===== src/rtl/nim_pkg.sv =====
// nim_pkg: shared definitions for the heap-taking game controller.
//   - page_e      : page encoding driven on nim_game_ctrl.page
//   - HEAP_W      : width of one heap field in the board
//   - MAX_HEAPS   : number of heap fields in the 40-bit board
//   - RESET_BOARD : board value held while in reset
//   - load_board  : fresh board for a given heap count
//   - sat_inc4    : saturating 4-bit increment for the win counters
package nim_pkg;

    typedef enum logic [2:0] {
        PAGE_START  = 3'd0,
        PAGE_HELP   = 3'd1,
        PAGE_SELECT = 3'd2,
        PAGE_GAME   = 3'd3,
        PAGE_OVER   = 3'd4
    } page_e;

    localparam int HEAP_W    = 4;
    localparam int MAX_HEAPS = 10;
    localparam int BOARD_W   = HEAP_W * MAX_HEAPS;

    localparam logic [BOARD_W-1:0] RESET_BOARD = 40'h11_1111_1111;

    // Heap i starts at i+1 while i < n; heaps beyond the selected count are empty.
    function automatic logic [BOARD_W-1:0] load_board(input logic [3:0] n);
        logic [BOARD_W-1:0] b;
        b = '0;
        for (int i = 0; i < MAX_HEAPS; i++) begin
            b[i*HEAP_W +: HEAP_W] = (4'(i) < n) ? 4'(i + 1) : 4'd0;
        end
        return b;
    endfunction

    // Win counters stick at 15 instead of wrapping.
    function automatic logic [3:0] sat_inc4(input logic [3:0] v);
        return (v == 4'd15) ? 4'd15 : (v + 4'd1);
    endfunction

endpackage


===== src/rtl/nim_move_checker.sv =====
// nim_move_checker: combinational move validation.
//   status     in  40  current board
//   num        in  4   selected heap count
//   move_index in  4   heap to change (0-based)
//   move_value in  4   proposed new heap value
//   legal      out 1   index inside the selected heaps and value strictly smaller
//   next_board out 40  board with the proposed value written in
//   all_zero   out 1   next_board has every heap empty
module nim_move_checker
    import nim_pkg::*;
(
    input  logic [BOARD_W-1:0] status,
    input  logic [3:0]         num,
    input  logic [3:0]         move_index,
    input  logic [3:0]         move_value,
    output logic               legal,
    output logic [BOARD_W-1:0] next_board,
    output logic               all_zero
);

    logic [HEAP_W-1:0] cur_heap_s;

    // Select the addressed heap and build the post-move board; indexes past
    // the last heap field select nothing and leave the board untouched.
    always_comb begin
        cur_heap_s = '0;
        next_board = status;
        for (int i = 0; i < MAX_HEAPS; i++) begin
            cur_heap_s = (move_index == 4'(i)) ? status[i*HEAP_W +: HEAP_W] : cur_heap_s;
            next_board[i*HEAP_W +: HEAP_W] = (move_index == 4'(i)) ? move_value
                                                                  : status[i*HEAP_W +: HEAP_W];
        end
        legal    = (move_index < num) && (move_value < cur_heap_s);
        all_zero = (next_board == '0);
    end

endmodule


===== src/rtl/nim_game_ctrl.sv =====
// nim_game_ctrl: page sequencer, heap board owner and turn arbiter.
//   clk, rst                      clock, async active-high reset
//   key_up/down/enter/space/quit  one-cycle key pulses from the PS2 decoder
//   move_valid/index/value        move proposed by the chooser
//   move_ack / move_err           one-cycle result of a proposed move
//   status                        40-bit board, heap i at [4i+3:4i]
//   player                        side to move
//   page                          current page (nim_pkg::page_e)
//   num                           selected heap count
//   win0 / win1                   rounds won per player
//   winner                        match winner, meaningful on page OVER
// NUM_HEAPS_MAX must not exceed nim_pkg::MAX_HEAPS.
module nim_game_ctrl
    import nim_pkg::*;
#(
    parameter int NUM_HEAPS_MAX = 10,
    parameter int DEFAULT_NUM   = 3,
    parameter int ROUNDS_TO_WIN = 2
) (
    input  logic               clk,
    input  logic               rst,
    input  logic               key_up,
    input  logic               key_down,
    input  logic               key_enter,
    input  logic               key_space,
    input  logic               key_quit,
    input  logic               move_valid,
    input  logic [3:0]         move_index,
    input  logic [3:0]         move_value,
    output logic               move_ack,
    output logic               move_err,
    output logic [BOARD_W-1:0] status,
    output logic               player,
    output logic [2:0]         page,
    output logic [3:0]         num,
    output logic [3:0]         win0,
    output logic [3:0]         win1,
    output logic               winner
);

    page_e              page_q,   page_d;
    logic [BOARD_W-1:0] status_q, status_d;
    logic               player_q, player_d;
    logic [3:0]         num_q,    num_d;
    logic [3:0]         win0_q,   win0_d;
    logic [3:0]         win1_q,   win1_d;
    logic               winner_q, winner_d;
    logic               ack_q,    ack_d;
    logic               err_q,    err_d;

    logic               legal_s;
    logic               all_zero_s;
    logic [BOARD_W-1:0] next_board_s;
    logic [3:0]         mover_wins_s;

    nim_move_checker u_checker (
        .status     (status_q),
        .num        (num_q),
        .move_index (move_index),
        .move_value (move_value),
        .legal      (legal_s),
        .next_board (next_board_s),
        .all_zero   (all_zero_s)
    );

    // State register for page, board, turn, counters and handshake pulses.
    always_ff @(posedge clk or posedge rst) begin
        if (rst) begin
            page_q   <= PAGE_START;
            status_q <= RESET_BOARD;
            player_q <= 1'b0;
            num_q    <= 4'(DEFAULT_NUM);
            win0_q   <= 4'd0;
            win1_q   <= 4'd0;
            winner_q <= 1'b0;
            ack_q    <= 1'b0;
            err_q    <= 1'b0;
        end else begin
            page_q   <= page_d;
            status_q <= status_d;
            player_q <= player_d;
            num_q    <= num_d;
            win0_q   <= win0_d;
            win1_q   <= win1_d;
            winner_q <= winner_d;
            ack_q    <= ack_d;
            err_q    <= err_d;
        end
    end

    // Next-state logic: page transitions, board loads and move commit.
    always_comb begin
        page_d       = page_q;
        status_d     = status_q;
        player_d     = player_q;
        num_d        = num_q;
        win0_d       = win0_q;
        win1_d       = win1_q;
        winner_d     = winner_q;
        ack_d        = 1'b0;
        err_d        = 1'b0;
        mover_wins_s = sat_inc4(player_q ? win1_q : win0_q);

        case (page_q)
            PAGE_START: begin
                if (key_enter) begin
                    page_d = PAGE_SELECT;
                end else if (key_space) begin
                    page_d = PAGE_HELP;
                end else begin
                    page_d = PAGE_START;
                end
            end
            PAGE_HELP: begin
                if (key_enter) begin
                    page_d = PAGE_SELECT;
                end else if (key_space || key_quit) begin
                    page_d = PAGE_START;
                end else begin
                    page_d = PAGE_HELP;
                end
            end
            PAGE_SELECT: begin
                if (key_enter) begin
                    page_d   = PAGE_GAME;
                    status_d = load_board(num_q);
                end else if (key_quit) begin
                    page_d = PAGE_START;
                end else if (key_up && !key_down) begin
                    num_d = (num_q == 4'(NUM_HEAPS_MAX)) ? 4'd1 : (num_q + 4'd1);
                end else if (key_down && !key_up) begin
                    num_d = (num_q == 4'd1) ? 4'(NUM_HEAPS_MAX) : (num_q - 4'd1);
                end else begin
                    num_d = num_q;
                end
            end
            PAGE_GAME: begin
                // Quit overrides a simultaneous move, which is dropped silently.
                if (key_quit) begin
                    page_d   = PAGE_START;
                    win0_d   = 4'd0;
                    win1_d   = 4'd0;
                    player_d = 1'b0;
                end else if (move_valid && legal_s) begin
                    ack_d    = 1'b1;
                    player_d = ~player_q;
                    if (all_zero_s) begin
                        if (player_q) begin
                            win1_d = mover_wins_s;
                        end else begin
                            win0_d = mover_wins_s;
                        end
                        if (mover_wins_s == 4'(ROUNDS_TO_WIN)) begin
                            page_d   = PAGE_OVER;
                            winner_d = player_q;
                            status_d = next_board_s;
                        end else begin
                            // The emptied board is never shown; the next round starts at once.
                            status_d = load_board(num_q);
                        end
                    end else begin
                        status_d = next_board_s;
                    end
                end else if (move_valid) begin
                    err_d = 1'b1;
                end else begin
                    page_d = PAGE_GAME;
                end
            end
            PAGE_OVER: begin
                if (key_enter) begin
                    page_d   = PAGE_START;
                    win0_d   = 4'd0;
                    win1_d   = 4'd0;
                    player_d = 1'b0;
                end else begin
                    page_d = PAGE_OVER;
                end
            end
            default: begin
                page_d = PAGE_START;
            end
        endcase
    end

    assign page     = page_q;
    assign status   = status_q;
    assign player   = player_q;
    assign num      = num_q;
    assign win0     = win0_q;
    assign win1     = win1_q;
    assign winner   = winner_q;
    assign move_ack = ack_q;
    assign move_err = err_q;

endmodule

===== config.mk =====
export PLATFORM = sky130hd
export DESIGN_NAME = nim_game_ctrl
export DESIGN_NICKNAME = d
export VERILOG_FILES = /design/src/rtl/nim_pkg.sv /design/src/rtl/nim_move_checker.sv /design/src/rtl/nim_game_ctrl.sv
export SDC_FILE = /design/constraint.sdc
export NUM_CORES = 1
export LEC_CHECK = 0
export ABC_CLOCK_PERIOD_IN_PS = 7880
export BUFFER_PORTS_ARGS = -buffer_cell sky130_fd_sc_hd__clkbuf_2
export CORE_ASPECT_RATIO = 1.5
export CORE_MARGIN = 5
export CORE_UTILIZATION = 45
export DETAILED_ROUTE_END_ITERATION = 12
export PLACE_DENSITY = 0.69
export SYNTH_ARGS = -nofsm -noshare
export SYNTH_HDL_FRONTEND = slang
export SYNTH_HIERARCHICAL = 1
export SYNTH_SLANG_ARGS = --single-unit

===== constraint.sdc =====
create_clock -name clk -period 7.88 [get_ports clk]
set_clock_uncertainty 0.1 [all_clocks]
set_input_delay 1.576 -clock clk [delete_from_list [all_inputs] [get_ports clk]]
set_output_delay 1.576 -clock clk [all_outputs]
set_load 0.01 [all_outputs]

Word level (Yosys, flattened, before mapping)
Index checks and enable logic that the tools add are counted.
Widths: inputs -> output; s select.
- register bits after elaboration: 59
- logic and storage cells: 153
- output and inout bits: 59
- input port bits: 16
- mux-type cells: 77
- $add $sub $neg: 3
- equal/unequal tests: 29
- reduce and logical (&&, ||, !) cells: 20
- magnitude comparators: 12
- bitwise operators: 3
- operators by type and width (cell ; count):
    $mux 40 ; 5
    $mux 4 ; 38
    $pmux 40 s2 ; 1
    $logic_not 40->1 ; 1
    $mux 3 ; 12
    $eq 4x3->1 const B ; 4
    $eq 4x4->1 const B ; 4
    $lt 3x4->1 const A ; 4
    $pmux 4 s2 ; 2
    $ne 3x3->1 const B ; 5
    $pmux 3 s5 ; 1
    $reduce_and 5->1 ; 3
    $mux 1 ; 13
    $eq 4x2->1 const B ; 3
    $ne 4x4->1 const B ; 3
    $reduce_and 4->1 ; 3
    $add 4x1->4 const B ; 2
    $eq 4x1->1 const B ; 2
    $lt 1x4->1 const A ; 2
    $lt 2x4->1 const A ; 2
    $lt 4x4->1 ; 2
    $lt 4x4->1 const A ; 2
    $mux 2 ; 4
    $ne 2x2->1 const B ; 4
    other kinds (13) ; 22

Logic depth before layout (Yosys ltp)
- depth in word-level cells: 17
- gate-level depth with buffers: 19
- depth with buffers taken out: 15

Hierarchy
The synthesis kept the hierarchy.
- modules (own cells, without submodules) (module ; sequential area each (um^2) ; cells an instance ; times used ; area an instance (um^2)):
    nim_game_ctrl ; 1491.4 ; 338 ; 1 ; 3123.0
    nim_move_checker ; 0.0 ; 184 ; 1 ; 1363.8

Worst setup path after synthesis
No wires, ideal clock.
- kind: input to register
- start point: input port move_index[0]
- end point: register status_q[36] (netlist: status[36])
- data arrival time: 5.419 ns
- path buffers: 5
- slack: 2.289 ns
- data required time: 7.708 ns
- library setup time: 0.072 ns
- stages on the path: 18
- cells stage by stage: buf_2 > clkbuf_1 > clkbuf_1 > mux2_2 > o22a_1 > o221ai_1 > a22oi_1 > ha_1 > a21o_1 > a211oi_1 > o21ai_0 > a41oi_1 > nand4b_1 > a21oi_1 > clkbuf_1 > clkbuf_1 > nand2_1 > o21ai_1
- word-level cells in the longest chain between the ends: 16
- elaborated cells between the ends (all ways): 42
- those cells by class: order compare: 2; eq/ne: 10; mux: 25; reduce/logical: 5
- RTL lines (item ; line ; source):
    from (decl) ; nim_game_ctrl.sv:28 ; input logic [3:0] move_index,
    $logic_not 4->1 ; nim_move_checker.sv:29 ; cur_heap_s = (move_index == 4'(i)) ? status[i*HEAP_W +: HEAP_W] : cur_heap_s;
    $mux 4 (10 in a row) ; nim_move_checker.sv:29 ;
    $lt 4x4->1 ; nim_move_checker.sv:33 ; legal = (move_index < num) && (move_value < cur_heap_s);
    $logic_and 1x1->1 (*) ; nim_move_checker.sv:33 ;
    named net legal_s ; nim_game_ctrl.sv:51 ; logic legal_s;
    $logic_and 1x1->1 (*) ; nim_game_ctrl.sv:144 ; end else if (move_valid && legal_s) begin
    $ne 2x2->1 (no line) (*) ; -- ;
    $reduce_and 4->1 (no line) (*) ; -- ;
    to (signal assigned) ; nim_game_ctrl.sv:80 ; status_q <= status_d;
    to (decl) ; nim_game_ctrl.sv:42 ; logic [BOARD_W-1:0] status_q, status_d;
The timed path passes the listed nets; every way through them passes the cells marked *. The select of a mux whose other input is x is not followed.
A chain may end at the register's enable or synchronous reset.

Worst setup path after layout
- start point: input port move_index[0]
- end point: register status_q[5] (netlist: status[5])
Same word-level chain as after synthesis.

==> impl_metrics.py <==
metrics = {
    "critical_path": {
        "cpMostUsedCell": "a22oi_1",
        "crit_required_ns": 8.05,
        "critical_path.endpoint_type": "register",
        "path_buf_inv": 2,
        "worstPathArrival_ns": 6.28,
        "path_cells": "clkbuf_2 -> mux2_2 -> a22oi_1 -> o22a_1 -> o221ai_1 -> a22oi_1 -> ha_1 -> a21o_1 -> a211oi_1 -> o21ai_0 -> a41oi_1 -> nand4b_1 -> a21oi_2 -> buf_4 -> nand2_1 -> nor3_1 -> a221o_1",
        "setup.worst_path.class": "input port to register",
        "slowest_delay_ns": 0.73,
        "cp_top_family": "compound AO/OA/AOI/OAI gates",
        "crit_path_start_kind": "input port",
        "critPathSlowestCell": "a21oi_2",
        "worstPathMaxFanout": 36,
    },
    "synthesis": {
        "yosysSeqAreaShare": 0.332,
        "synth_seq_cells": 59,
        "synthAdderAreaFrac": 0.0363,
        "synth_top_family_by_area": "simple AND/OR/NAND/NOR gates",
        "synth.yosys.warnings": 6,
        "synth_edf_count": 0,
        "mappedNetlistArea_um2": 4490,
        "netlist_instances": 522,
        "synth_xor_area_frac": 0.00195,
        "syn_avg_cell_area_um2": 8.60,
        "ys_types": 64,
        "synthMuxAreaShare": 0.151,
        "synth_top_area_frac": 0.262,
        "syn-num-nets": 551,
        "synth-compound-area-share": 0.192,
        "yosys.area_share.simple": 0.233,
        "synth_top_flop_cell": "dfrtp_1",
        "ys_top_cells_by_area": "dfrtp_1 26%, mux2_2 13%, nand2_1 7.6%",
        "synth_top_area_cell": "dfrtp_1",
        "synthArstFlopShare": 1.00,
    },
    "clock_tree": {
        "ctsResizeCount": 0,
        "path_clk_slew_ns": 0.05,
        "cts_tree": "done",
        "hold_buffers": 0,
        "cts_buffer_depth": 2,
        "cts_made_buffers": 9,
        "htreeDepth": 3,
        "cts_root_buf": "clkbuf_16",
        "clock_latency_ns": 0.33,
        "clock_sinks": 59,
        "cts_setup_buffers": 0,
    },
    "placement": {
        "hpwl_um": 9640,
        "dp.cells": 681,
        "place_congestion": 0.944,
        "port_buffers": 74,
    },
    "timing": {
        "fmax_mhz": 164,
        "fin_crit_sh": 0.775,
        "worst_slew_pin_slew_ns": 1.06,
        "hold_violations": 0,
        "setup_viol": 0,
        "tns_ns": 0,
        "fin_crit_ns": 6.11,
        "rsz0062_at_grt": "false",
        "maxSlewViolCount": 0,
        "max_slew_margin": 0.286,
    },
    "global_routing": {
        "grt_max_degree": 60,
        "grt_pass1_wl_um": 22000,
        "grt_pass1_vias": 4218,
        "track_usage": 0.225,
        "antenna_found_initial": 0,
        "grt-ovfl-total": 0,
    },
    "power_and_ir_drop": {
        "power_density_nw_per_um2": 317,
        "switching_share": 0.415,
        "p_leak_uw": 0.00227,
        "switching_power_uw": 684,
        "pwr-share-comb": 0.408,
        "clkPwrFrac": 0.261,
        "seqPwrFrac": 0.331,
        "peakVddDrop_mv": 0.175,
        "internal_power_uw": 965,
    },
    "drt": {
        "dr.pass1.iters": 8,
        "routed_via_density": 6.14,
        "route.detailed.drc": 0,
        "drt_first_iter_violations": 312,
        "routed_wl_um": 13300,
        "routedWlPerCell_um": 19.1,
        "vias": 4279,
        "drtAntennaViolNets": 0,
    },
    "floorplan": {
        "pin_count": 75,
        "die-area_um2": 12100,
        "die_w_um": 91.5,
        "die_h_um": 132,
        "num_rows": 44,
        "floorplan.initialDensity": 0.460,
        "core_area_um2": 9740,
    },
    "finish": {
        "drive_above_1_share": 0.301,
        "layout_commonest_cell": "nand2_1",
        "syn_to_final_growth_pct": 16.1,
        "final_cell_mix": "91 x nand2_1, 74 x clkbuf_2, 50 x mux2_2",
        "fill_cells": 904,
        "final_nets": 606,
        "regArea_um2": 1490,
        "multi_input_area_um2": 2760,
        "instances_no_fill": 697,
        "antenna_cells": 0,
    },
    "flow_run": {
        "max_cap_violations": 0,
    },
    "status": {
        "status": "finished clean",
    },
    "hold_path": {
        "hp-class": "register to register",
    },
}
==> kinds of logic (layout without fill, tap and decap cells) <==
group / count (synthesis) / after routing
fa+ha+maj: 13 / 13
flops: 59 / 59
mux: 61 / 61
xor+xnor: 1 / 1
simple gates: 204 / 204
compound gates: 130 / 130
buf+inv: 54 / 114
==> through the flow <==
| stage | util | worst slack (ns) | area [um^2] | power, uW | hold WS, ns |
|---|---|---|---|---|---|
| floorplan | - | 2.29 | 4490 | 985 | 0.378 |
| global placement | 0.501 | 1.73 | 4880 | 1200 | 0.366 |
| detailed placement | 0.501 | 1.62 | 4880 | 1210 | 0.371 |
| CTS | 0.534 | 1.92 | 5210 | 1650 | 0.378 |
| global route | 0.534 | 1.44 | 5210 | 1750 | 0.407 |
| finish | 0.534 | 1.77 | 5210 | 1650 | 0.381 |
==> power by group through the flow <==
stage	Clock [uW]	Sequential [uW]	Combinational [uW]
global route	450	561	744
finish	430	546	672
detailed placement	0	548	667
floorplan	0	520	464
CTS	438	543	671
global placement	0	543	658
==> cells in the mapped netlist (4+ instances only) <==
| master | count |
|---|---|
| nor4_1 | 8 |
| a211oi_1 | 7 |
| o21ai_0 | 24 |
| mux2_2 | 50 |
| nand2b_1 | 10 |
| nand4_1 | 4 |
| ha_1 | 13 |
| nand4b_1 | 5 |
| dfrtp_1 | 47 |
| dfstp_2 | 12 |
| a31oi_1 | 5 |
| nor4b_1 | 7 |
| inv_1 | 18 |
| o221ai_1 | 7 |
| buf_2 | 4 |
| nor3_1 | 10 |
| clkbuf_1 | 28 |
| nand2_1 | 91 |
| a21oi_1 | 25 |
| nor2_1 | 35 |
| o31ai_1 | 7 |
| mux2i_1 | 10 |
| o21ai_1 | 22 |
| a21o_1 | 5 |
| buf_6 | 4 |
| nor4bb_1 | 4 |
| nor2b_1 | 5 |
==> registers in the layout, indices dropped and copies added (netlist names) <==
name	cells
player	1
move_ack	1
move_err	1
win0	4
page	3
winner	1
status	40
win1	4
num	4
==> final timing paths <==
kind                               start         end  slack, ns  cells after the start
max                        move_index[0]   status[5]       1.77                     17
min                           status[36]  status[36]       0.38                      2
max reg2reg                   status[14]   status[5]       3.26                     16
min reg2reg                   status[36]  status[36]       0.38                      2
max in group asynchronous            rst  status[30]       5.83                      3
min in group asynchronous            rst   status[3]       1.34                      3
==> per-layer routing <==
layer	vias to the layer above	global-route usage	routed length [um]
met5	-	0	0
met4	0	0.0721	367
met3	30	0.0451	851
met2	166	0.401	6970
met1	2069	0.266	5120
li1	2014	-	-
==> cell type report <==
class                           count  share of cell area
Inverter                           18              0.0130
Clock buffer                       11              0.0485
Clock inverter                      5              0.0144
Sequential cell                    59               0.286
Timing Repair Buffer               80              0.0798
Multi-Input combinational cell    409               0.530
Tap cell                          115              0.0276
==> worst reg2reg max path, stage by stage (launching register included) <==
cell	delay (ns)
dfrtp_1	0.43
mux2_2	0.29
a22oi_1	0.14
o22a_1	0.21
o221ai_1	0.13
a22oi_1	0.16
ha_1	0.27
a21o_1	0.19
a211oi_1	0.22
o21ai_0	0.14
a41oi_1	0.47
nand4b_1	0.23
a21oi_2	0.73
buf_4	0.40
nand2_1	0.09
nor3_1	0.19
a221o_1	0.15
(Power assumes the default switching activity.)
